`config.mk`:
```
export PLATFORM = sky130hd
export DESIGN_NAME = spinner_show_sequencer
export DESIGN_NICKNAME = d
export VERILOG_FILES = /design/src/rtl/spinner_show_sequencer.sv
export SDC_FILE = /design/constraint.sdc
export NUM_CORES = 1
export LEC_CHECK = 0
export CAP_MARGIN = 30
export CORE_MARGIN = 4
export CORE_UTILIZATION = 38
export DETAILED_ROUTE_END_ITERATION = 8
export PLACE_DENSITY = 0.59
export SLEW_MARGIN = 10
export SYNTH_ARGS = -nofsm -noshare
export SYNTH_HDL_FRONTEND = slang
export SYNTH_SLANG_ARGS = --single-unit
export TNS_END_PERCENT = 100
```
`constraint.sdc`:
```
create_clock -name clk -period 2.1 [get_ports clk]
set_input_delay 0.42 -clock clk [delete_from_list [all_inputs] [get_ports clk]]
set_output_delay 0.42 -clock clk [all_outputs]
set_load 0.02 [all_outputs]
```
`src/rtl/spinner_show_sequencer.sv`:
```
// Playlist sequencer for the seven-segment spinner: steps through programmed spinner configs,
// holding each for (dwell+1) revolutions. Define SEQ_SHUFFLE_EN for LFSR-shuffled entry order.
module spinner_show_sequencer #(
    parameter int STEPS       = 8,
    parameter int DWELL_WIDTH = 4,
    parameter int REV_STEPS   = 8
) (
    input  logic                     clk,
    input  logic                     reset,
    input  logic                     wr_en,
    input  logic [$clog2(STEPS)-1:0] wr_addr,
    input  logic [DWELL_WIDTH+5:0]   wr_data,
    input  logic [$clog2(STEPS)-1:0] last_addr,
    input  logic                     run,
    input  logic                     pos_tick,
    output logic [2:0]               cfg_speed,
    output logic                     cfg_tail,
    output logic                     cfg_direction,
    output logic                     cfg_invert,
    output logic [$clog2(STEPS)-1:0] step_idx,
    output logic                     step_done,
    output logic                     busy
);

    localparam int AW    = $clog2(STEPS);
    localparam int REV_W = (REV_STEPS > 1) ? $clog2(REV_STEPS) : 1;

    typedef struct packed {
        logic [DWELL_WIDTH-1:0] dwell;
        logic                   invert;
        logic                   direction;
        logic                   tail;
        logic [2:0]             speed;
    } entry_t;

    typedef enum logic [1:0] {IDLE, LOAD, RUN} state_t;

    state_t                 state_q, state_d;
    entry_t                 playlist [STEPS];
    entry_t                 cur_entry;
    logic [REV_W-1:0]       rev_cnt;
    logic [DWELL_WIDTH-1:0] dwell_cnt;
    logic [AW-1:0]          next_idx;
    logic                   rev_last;
    logic                   do_load, do_tick, do_finish, do_stop;

    // Array read is the registered contents, so a same-cycle write lands after LOAD samples it
    assign cur_entry = playlist[step_idx];
    assign rev_last  = (rev_cnt == REV_W'(REV_STEPS - 1));

`ifdef SEQ_SHUFFLE_EN
    logic [7:0] lfsr;
    logic       lfsr_fb;

    assign lfsr_fb  = lfsr[7] ^ lfsr[5] ^ lfsr[4] ^ lfsr[3];
    assign next_idx = (lfsr[AW-1:0] <= last_addr) ? lfsr[AW-1:0] : '0;
`else
    // ">=" also wraps cleanly when last_addr is lowered below the current index
    assign next_idx = (step_idx >= last_addr) ? '0 : step_idx + AW'(1);
`endif

    always_comb begin
        state_d   = state_q;
        do_load   = 1'b0;
        do_tick   = 1'b0;
        do_finish = 1'b0;
        do_stop   = 1'b0;
        case (state_q)
            IDLE: begin
                if (run) state_d = LOAD;
            end
            LOAD: begin
                if (!run) begin
                    state_d = IDLE;
                    do_stop = 1'b1;
                end else begin
                    state_d = RUN;
                    do_load = 1'b1;
                end
            end
            RUN: begin
                // Dropping run wins over a terminating tick in the same cycle
                if (!run) begin
                    state_d = IDLE;
                    do_stop = 1'b1;
                end else if (pos_tick) begin
                    do_tick = 1'b1;
                    if (rev_last && dwell_cnt == '0) begin
                        do_finish = 1'b1;
                        state_d   = LOAD;
                    end
                end
            end
            default: state_d = IDLE;
        endcase
    end

    always_ff @(posedge clk) begin
        if (reset) begin
            state_q       <= IDLE;
            busy          <= 1'b0;
            step_done     <= 1'b0;
            step_idx      <= '0;
            cfg_speed     <= '0;
            cfg_tail      <= 1'b0;
            cfg_direction <= 1'b0;
            cfg_invert    <= 1'b0;
            rev_cnt       <= '0;
            dwell_cnt     <= '0;
            for (int i = 0; i < STEPS; i++) playlist[i] <= '0;
`ifdef SEQ_SHUFFLE_EN
            lfsr          <= 8'h01;
`endif
        end else begin
            state_q   <= state_d;
            busy      <= (state_d != IDLE);
            step_done <= do_finish;

            if (wr_en) playlist[wr_addr] <= entry_t'(wr_data);

            if (do_load) begin
                cfg_speed     <= cur_entry.speed;
                cfg_tail      <= cur_entry.tail;
                cfg_direction <= cur_entry.direction;
                cfg_invert    <= cur_entry.invert;
                dwell_cnt     <= cur_entry.dwell;
                rev_cnt       <= '0;
            end

            if (do_stop) begin
                rev_cnt   <= '0;
                dwell_cnt <= '0;
            end

            if (do_tick) begin
                if (rev_last) begin
                    rev_cnt <= '0;
                    if (dwell_cnt != '0) dwell_cnt <= dwell_cnt - DWELL_WIDTH'(1);
                end else begin
                    rev_cnt <= rev_cnt + REV_W'(1);
                end
            end

            if (do_finish) begin
                step_idx <= next_idx;
`ifdef SEQ_SHUFFLE_EN
                lfsr     <= {lfsr[6:0], lfsr_fb};
`endif
            end
        end
    end

endmodule

```
==> run_results.csv <==
group,metric,value,unit
run_status,outcome,"completed",
synthesis,yosysUniqueCellTypes,43,
final_layout,final_layout_size_suffix_gt1_share,17.75,%
placed_design,detailed_placement_wirelength_estimate,7.079,mm
timing,rsz_0062_raised_after_global_routing,"true",
final_layout,final_cell_count_no_fill,568,
synthesis,count_of_flip_flops_with_a_built_in_enable_after_synthesis,80,
power_and_ir_drop,proportion_of_power_drawn_by_flip_flops_and_latches,54.1,%
critical_path,worst-setup-path-type,"in2reg",
routing,wl,10.82,mm
final_layout,insertedDiodeCount,0,
clock_tree,cts-buffers-inserted,9,
floorplan,die_y,119.8,um
global_routing,grt_usage,15.89,%
floorplan,start_util,39.21,%
final_layout,syn_to_final_growth,19.97,%
timing,slew-limit-headroom,36.61,%
timing,worst-slew-pin-transition,0.9474,ns
routing,routed_wire_length_per_instance,19.05,um
power_and_ir_drop,power.combinational.fraction,8.3,%
global_routing,antenna_found_initial,0,
timing,report.final.setup_viol,0,
synthesis,postSynthNetCount,373,
run,maxCapViolations,0,
clock_tree,tritoncts_num_sinks,103,
routing,via_count,2907,
placed_design,placement_cell_area,5410,um2
final_layout,finish.instance_area,5698,um2
power_and_ir_drop,power_frac_clock,37.6,%
floorplan,rows,40,
clock_tree,clock_tree_from_tritoncts,"done",
critical_path,timing.critical_path.required,2.31,ns
critical_path,critPathArrivalTime,2.23,ns
clock_tree,htree_levels,3,
placed_design,routabilityCongestion,0.8322,
critical_path,timing.critical_path.to_type,"flip-flop",
timing,max_freq,497.0,MHz
timing,drv_slew,0,
timing,finalCritPeriodShare,95.81,%
routing,detailedRoute.firstPassIterationCount,4,
final_layout,num-nets-final,428,
critical_path,cp_max_fo,10,
power_and_ir_drop,static-leakage-power,2.022,nW
clock_tree,max-clock-path-buffers,2,
power_and_ir_drop,totalPowerFinal,4.333,mW
timing,timing.final.crit_period,2.012,ns
critical_path,critical_path.startpoint,"reset",
power_and_ir_drop,power_report.internal_total,3.304,mW
synthesis,synthArstFlopShare,0,%
routing,vias_per_cell,5.118,
final_layout,filler_cell_count,1098,
clock_tree,clk_latency,0.35,ns
hold_path,worst_hold_startpoint,"rev_cnt[1]",
timing,setup-tns-final,0,ns
clock_tree,post_cts_hold_buffer_count,0,
global_routing,first_global_vias,3033,
floorplan,die-area,14350,um2
routing,dr.first_iter.drc_count,169,
power_and_ir_drop,power.switching_fraction,23.74,%
global_routing,grt_pass1_wl,16.95,mm
synthesis,mappedNetlistArea,4750,um2
power_and_ir_drop,power.density_cell_area,760.4,nW/um2
clock_tree,cts_setup_buffers,0,
synthesis,synthFlopType,"edfxtp_1",
placed_design,dp_cells,552,
synthesis,synth_cells,340,
hold_path,worst_hold_path.num_cells,2,
floorplan,floorplan.die.width,119.8,um
hold_path,hp-class,"reg2reg",
routing,final_antenna_violating_net_count,0,
timing,hold_viol_final,0,
clock_tree,cts.reportedPaths.clkPinSlew,0.07,ns
placed_design,place.port_buffers,31,
critical_path,worstSetupStartpointType,"input pin",
clock_tree,postCtsResizedCells,0,
synthesis,yosys_warnings,0,
clock_tree,ctsRootBufferMaster,"clkbuf_16",
routing,detail_route.drc_violations,0,
final_layout,post-route-util,47.05,%
timing,timing.clock.skew,0.01013,ns
critical_path,timing.reg2reg.worst_path_depth,4,
power_and_ir_drop,vdd.ir_drop.worst,0.0003981,V
synthesis,synth.ff_latch_count,103,
power_and_ir_drop,net-switching-power,1.028,mW
floorplan,core,12110,um2
synthesis,avgSynthCellArea,13.97,um2
floorplan,io_pins,32,
global_routing,maximum_number_of_pins_on_one_net_before_global_route_repair,21,
synthesis,synth_sequential_area_ratio,60.27,%
global_routing,gr-total-overflow,0,
layout by cell type (no fill, tap or decap), drive strengths merged, types with 12 or more instances in the layout:
cell type and count:
dfxtp 23, o21ai 14, nor2 17, a21oi 14, clkdlybuf4s50 31, and2 82, buf 26, ha 12
mux2i 12, edfxtp 80, inv 13, mux4 20
through the flow:
stage | setup slack (ns) | hold slack (ns)
floorplan | 0.2272 | 0.4695
global placement | -0.2862 | 0.4854
detailed placement | -0.2917 | 0.5028
CTS | 0.06737 | 0.5242
global route | -0.03505 | 0.5505
finish | 0.08807 | 0.5207
flip-flops by register name, indices dropped and copies added (netlist names), named ones only:
signal,count
rev_cnt,3
step_idx,3
dwell_cnt,4
state_q,2
cfg_invert,1
cfg_tail,1
cfg_direction,1
step_done,1
cfg_speed,3
busy,1
playlist,80
layout make-up:
class                   instances  area [um2]  share of cell area (%)
multi-input cells             215        1773                   31.12
inverters                       9       33.78                  0.5929
flip-flops and latches        103        2863                   50.24
clock buffers                   9       225.2                   3.953
repair buffers                 57       530.5                   9.311
well taps                     168       210.2                   3.689
clock inverters                 7       62.56                   1.098
per-layer routing:
| metal | wire length (um) | track usage [%] |
|---|---|---|
| met1 | 4641 | 20.38 |
| met2 | 5471 | 27.19 |
| met3 | 581 | 3.110 |
| met4 | 123 | 5.082 |
| met5 | 0 | 0 |
worst max-delay path, stage by stage:
cell             delay [ns]
clkdlybuf4s50_1        0.47
inv_2                  0.12
nand3b_1               0.19
nor2_1                 0.78
and2_1                 0.24
cells by family (layout without fill, tap and decap cells):
| group | Yosys count | after routing | synth area share (%) |
|---|---|---|---|
| adders and majority gates | 12 | 12 | 3.161 |
| and+or+nand+nor | 126 | 126 | 16.23 |
| buffers and inverters | 22 | 82 | 2.397 |
| AOI/OAI and AO/OA | 43 | 43 | 5.454 |
| muxes | 34 | 34 | 12.49 |
| DFF | 103 | 103 | 60.27 |
Yosys cell counts (all sizes together), types with 2 or more instances:
cell type,n,area [um2]
a21oi,14,73.82
a22oi,3,22.52
buf,8,61.31
o21ai,14,70.07
and2,82,513.0
or2,3,18.77
nand2b,4,32.53
nor4b,2,17.52
clkbuf,5,18.77
edfxtp,80,2402
mux2,2,22.52
nand2,5,18.77
mux2i,12,120.1
or3,2,12.51
mux4,20,450.4
nor3b,2,26.28
nor2b,2,12.51
o22ai,3,18.77
inv,9,33.78
nor3,3,15.01
nor2,17,63.81
dfxtp,23,460.4
ha,12,150.1
worst paths after layout:
check                    to  slack [ns]
min reg2reg      rev_cnt[1]        0.52
min              rev_cnt[1]        0.52
max          playlist[4][1]        0.09
max reg2reg    dwell_cnt[3]        0.27
power by group through the flow:
stage,registers (mW),logic (mW),clock network [mW]
2_1_floorplan,2.39,0.177,0
3_3_place_gp,2.39,0.356,0
3_5_place_dp,2.39,0.363,0
4_1_cts,2.34,0.364,1.67
5_1_grt,2.35,0.392,1.76
6_report,2.34,0.359,1.63
No activity file was read; power rests on OpenSTA's default activity.
